===== src/rtl/sobel_window_gen.sv =====
// sobel_window_gen: raster pixel stream to registered 3x3 sobel_matrix windows.
//
// Ports:
//   clk_i, rst_i     clock, asynchronous active-high reset
//   pixel_i          grayscale pixel, accepted when pixel_valid_i=1
//   pixel_valid_i    pixel accept strobe
//   frame_start_i    forces the accepted pixel to position (0,0)
//   matrix_pixels_o  3x3 window, vector0 = top row, pix0 = left column
//   matrix_valid_o   one-cycle pulse per complete in-frame window
//   last_o           (SOBEL_WINDOW_LAST_EN only) final window of the frame
//
// Optional feature macro: SOBEL_WINDOW_LAST_EN adds last_o.

package sobel_pkg;

    localparam int PIXEL_WIDTH_OUT = 8;

    typedef logic [PIXEL_WIDTH_OUT-1:0] sobel_pix_t;

    typedef struct packed {
        sobel_pix_t pix0;
        sobel_pix_t pix1;
        sobel_pix_t pix2;
    } sobel_vector;

    typedef struct packed {
        sobel_vector vector0;
        sobel_vector vector1;
        sobel_vector vector2;
    } sobel_matrix;

endpackage

module sobel_window_gen
    import sobel_pkg::*;
#(
    parameter int IMG_WIDTH  = 16,
    parameter int IMG_HEIGHT = 16,
    parameter int PIX_W      = PIXEL_WIDTH_OUT
) (
    input  logic             clk_i,
    input  logic             rst_i,
    input  logic [PIX_W-1:0] pixel_i,
    input  logic             pixel_valid_i,
    input  logic             frame_start_i,
    output sobel_matrix      matrix_pixels_o,
    output logic             matrix_valid_o
`ifdef SOBEL_WINDOW_LAST_EN
    ,
    output logic             last_o
`endif
);

    localparam int CW = $clog2(IMG_WIDTH);
    localparam int RW = $clog2(IMG_HEIGHT);

    localparam logic [CW-1:0] COL_LAST = CW'(IMG_WIDTH - 1);
    localparam logic [RW-1:0] ROW_LAST = RW'(IMG_HEIGHT - 1);
    localparam logic [CW-1:0] COL_TWO  = CW'(2);
    localparam logic [RW-1:0] ROW_TWO  = RW'(2);

    // Position of the next pixel to be accepted.
    logic [CW-1:0] col;
    logic [RW-1:0] row;

    // Position the current pixel is actually assigned to.
    logic [CW-1:0] cur_col;
    logic [RW-1:0] cur_row;
    logic [CW-1:0] nxt_col;
    logic [RW-1:0] nxt_row;

    logic accept;
    logic start;
    logic col_wrap;
    logic row_wrap;
    logic qualify;

    // Line buffers: index 0 is the head (oldest), IMG_WIDTH-1 the tail.
    logic [PIX_W-1:0] line1 [IMG_WIDTH];
    logic [PIX_W-1:0] line2 [IMG_WIDTH];

    sobel_matrix win;
    logic        valid_q;

    always_comb begin
        accept   = pixel_valid_i;
        start    = pixel_valid_i & frame_start_i;
        // frame_start_i overrides the counters so a partial frame is dropped.
        cur_col  = start ? '0 : col;
        cur_row  = start ? '0 : row;
        col_wrap = (cur_col == COL_LAST);
        row_wrap = (cur_row == ROW_LAST);
        nxt_col  = col_wrap ? '0 : cur_col + 1'b1;
        nxt_row  = cur_row;
        if (col_wrap) begin
            nxt_row = row_wrap ? '0 : cur_row + 1'b1;
        end
        // Window only complete once two earlier rows and columns exist;
        // the column test also keeps windows from straddling a line wrap.
        qualify  = (cur_row >= ROW_TWO) && (cur_col >= COL_TWO);
    end

    always_ff @(posedge clk_i or posedge rst_i) begin
        if (rst_i) begin
            col <= '0;
            row <= '0;
        end else if (accept) begin
            col <= nxt_col;
            row <= nxt_row;
        end
    end

    // Contents are don't-care after reset; windows are gated by the counters.
    always_ff @(posedge clk_i) begin
        if (accept) begin
            for (int i = 0; i < IMG_WIDTH - 1; i++) begin
                line1[i] <= line1[i+1];
                line2[i] <= line2[i+1];
            end
            line1[IMG_WIDTH-1] <= pixel_i;
            line2[IMG_WIDTH-1] <= line1[0];
        end
    end

    always_ff @(posedge clk_i or posedge rst_i) begin
        if (rst_i) begin
            win <= '0;
        end else if (accept) begin
            win.vector0.pix0 <= win.vector0.pix1;
            win.vector0.pix1 <= win.vector0.pix2;
            win.vector0.pix2 <= line2[0];
            win.vector1.pix0 <= win.vector1.pix1;
            win.vector1.pix1 <= win.vector1.pix2;
            win.vector1.pix2 <= line1[0];
            win.vector2.pix0 <= win.vector2.pix1;
            win.vector2.pix1 <= win.vector2.pix2;
            win.vector2.pix2 <= pixel_i;
        end
    end

    always_ff @(posedge clk_i or posedge rst_i) begin
        if (rst_i) begin
            valid_q <= 1'b0;
        end else begin
            valid_q <= accept & qualify;
        end
    end

    assign matrix_pixels_o = win;
    assign matrix_valid_o  = valid_q;

`ifdef SOBEL_WINDOW_LAST_EN
    logic last_q;

    always_ff @(posedge clk_i or posedge rst_i) begin
        if (rst_i) begin
            last_q <= 1'b0;
        end else begin
            last_q <= accept & col_wrap & row_wrap;
        end
    end

    assign last_o = last_q;
`endif

endmodule

===== config.mk =====
export PLATFORM = sky130hd
export DESIGN_NAME = sobel_window_gen
export DESIGN_NICKNAME = d
export VERILOG_FILES = /design/src/rtl/sobel_window_gen.sv
export SDC_FILE = /design/constraint.sdc
export NUM_CORES = 1
export LEC_CHECK = 0
export CORE_MARGIN = 2
export CORE_UTILIZATION = 57
export DETAILED_ROUTE_END_ITERATION = 10
export PLACE_DENSITY = 0.8
export SLEW_MARGIN = 20
export SYNTH_ARGS = -nofsm -noshare
export SYNTH_HDL_FRONTEND = slang
export SYNTH_SLANG_ARGS = --single-unit

===== constraint.sdc =====
create_clock -name clk_i -period 3.09 [get_ports clk_i]
set_input_delay 0.4635 -clock clk_i [delete_from_list [all_inputs] [get_ports clk_i]]
set_output_delay 0.4635 -clock clk_i [all_outputs]
set_load 0.005 [all_outputs]

==> impl_metrics.csv <==
group,metric,value,unit
setup_path,worstPathRequired,2630,ps
sta,holdWs,280,ps
setup_path,rrSetupSlack,1430,ps
clock_network,cts_root_buf,"clkbuf_16",
clock_network,clk-insertion-delay-late,540,ps
floorplanning,fp-row-count,50,
sta,final_max_slew_viol_count,0,
sta,finalCritPeriodShare,0.628,
sta,totalNegativeSetupSlack,0,ps
global_route,grt_pass1_wl,24.3,mm
logic_synthesis,synth_edf_count,256,
setup_path,worst_path_largest_cell_delay,530,ps
setup_path,path_buf_inv,1,
detailed_routing,firstDrtPassIters,4,
setup_path,cp_slowest_cell,"clkdlybuf4s50_1",
floorplanning,die_h,142,µm
global_route,grt_pass1_vias,4581,
sta,clock_skew,11.1,ps
layout,drive_above_1_share,0.227,
layout,antenna_cells,0,
global_route,antenna_found_initial,0,
global_route,grt_max_degree,136,
power,peakVddDrop,0.528,mV
setup_path,path_delay_family,"buffers and inverters",
floorplanning,initial_utilization,0.580,
logic_synthesis,syn_area,0.0108,mm²
power,power_per_cell_area,774,mW/mm²
detailed_routing,drt-total-wl,14.8,mm
detailed_routing,vias_per_cell,5.36,
worst_hold_path,worst_hold_path_type,"primary input to asynchronous set/reset pin",
clock_network,holdBufCountCts,0,
logic_synthesis,ys_warn_count,0,
placed_design,dpl_cell_area,0.0120,mm²
clock_network,postCtsResizedCells,0,
sta,finalSetupViolCount,0,
logic_synthesis,ys_types,29,
clock_network,numCtsBuffers,30,
run,drv_cap,0,
sta,min_period,1940,ps
layout,nNetsFinal,586,
setup_path,crit_fanout,3,
detailed_routing,detail-route-antenna-nets,0,
setup_path,crit_type,"flop to output pin",
sta,finalHoldViolCount,0,
logic_synthesis,synth_flop_cell,"edfxtp_1",
placed_design,dp_hpwl,7.68,mm
floorplanning,dieArea,0.0201,mm²
sta,rsz0062_at_grt,"no",
floorplanning,pin_count,85,
logic_synthesis,ys_async_sr_fraction,0.240,
setup_path,path_cells,"clkdlybuf4s50_1",
power,leakage,0.00479,µW
logic_synthesis,ys_seq_elements,337,
global_route,grt_overflow_total,0,
layout,finalInstanceArea,0.0131,mm²
clock_network,clk_pin_slew,70,ps
logic_synthesis,syn_avg_cell_area,23.6,µm²
layout,syn2layout_area_growth,21.3,%
placed_design,place_congestion,0.736,
logic_synthesis,ys_seq_area_frac,0.896,
floorplanning,core,0.0187,mm²
clock_network,htree_levels,1,
logic_synthesis,syn-num-nets,474,
sta,relSlewSlack,0.557,
detailed_routing,drc,0,
sta,max_freq,516,MHz
clock_network,clkSinkCount,337,
run_status,status,"finished clean",
setup_path,worst_setup_path_end_kind,"output pin",
clock_network,postCtsSetupRepairBufs,0,
floorplanning,die_w,142,µm
layout,post-route-util,0.703,
detailed_routing,post_drt_wl_per_cell,17.9,µm
global_route,gr-usage-all-layers,0.153,
setup_path,critPathLaunchType,"flop",
placed_design,port_buffers,84,
clock_network,cts_tree,"built",
power,p_total,10200,µW
sta,tightest_slew,665,ps
detailed_routing,vias,4448,
setup_path,cp.arrival,1480,ps
detailed_routing,drt_iter0_markers,374,
clock_network,clockBufferDepth,3,
logic_synthesis,syn_inst,460,
-- state kept, by name (all words and copies together), names as in the netlist --
name             count
matrix_valid_o       1
line2              128
col                  4
row                  4
line1              128
matrix_pixels_o     72
-- placed cells by master (no fill, tap or decap), types with 3 or more instances in the layout --
cell type	n
buf_12	4
bufinv_16	9
clkbuf_16	31
clkdlybuf4s50_1	83
clkinv_1	5
clkinv_2	8
dfrtp_1	81
edfxtp_1	256
inv_1	3
mux2_2	72
nand2_1	7
nor3_1	3
o21ai_0	4
-- Yosys cell counts, types with 2 or more instances --
| library cell | instances | area (µm²) |
|---|---|---|
| inv_1 | 4 | 15.0 |
| o21ai_0 | 4 | 20.0 |
| nand4_1 | 2 | 12.5 |
| nor3_1 | 3 | 15.0 |
| nand2_1 | 7 | 26.3 |
| a21oi_1 | 2 | 10.0 |
| edfxtp_1 | 256 | 7690 |
| dfrtp_1 | 81 | 2030 |
| ha_1 | 2 | 25.0 |
| mux2_2 | 72 | 811 |
| buf_2 | 9 | 45.0 |
-- worst paths after layout --
kind | from | end | cells after the start
worst max-delay path | matrix_pixels_o[37]$_DFFE_PP0P_ | matrix_pixels_o[37] | 1
worst min-delay path | rst_i | matrix_pixels_o[34]$_DFFE_PP0P_ | 2
worst max register to register | row[1]$_DFFE_PP0P_ | row[3]$_DFFE_PP0P_ | 5
worst min register to register | line2[12][4]$_DFFE_PP_ | line2[11][4]$_DFFE_PP_ | 0
max in group asynchronous | rst_i | matrix_pixels_o[45]$_DFFE_PP0P_ | 3
min in group clk_i | pixel_valid_i | line1[3][24]$_DFFE_PP_ | 1
-- final cells by class --
cell class                 count  area (µm²)
clock buffer                  33         783
clock inverter                23         340
fill                        1086        5560
inverter                       4        16.3
multi-input combinational    110        1070
sequential                   337        9710
tap                          234         293
timing repair buffer          89         933
-- cells by family after synthesis --
group,after synthesis,share of synthesized area
compound gates,15,0.0103
fa+ha+maj,2,0.00231
buf+inv,13,0.00554
flops,337,0.896
mux,72,0.0748
simple gates,21,0.0112
-- power by group --
| group | total [µW] | internal, µW | switching (µW) |
|---|---|---|---|
| clock network | 4130 | 2580 | 1550 |
| registers | 5430 | 5260 | 170 |
| logic | 619 | 385 | 233 |
-- through the flow --
stage | worst slack (ps) | std cells
finish | 1150 | 830
global route | 1090 | 830
CTS | 1120 | 830
detailed placement | 844 | 774
global placement | 1110 | 774
floorplan | 546 | 460
-- routing by layer --
| metal | vias to the layer above | track usage | routed length [µm] |
|---|---|---|---|
| met3 | 39 | 0.0304 | 761 |
| met5 | - | 0 | 0 |
| met4 | 0 | 0.0437 | 397 |
| met1 | 2254 | 0.220 | 6540 |
| met2 | 146 | 0.243 | 7120 |
| li1 | 2009 | - | - |
Note: power is estimated with default switching activity, not from simulation.
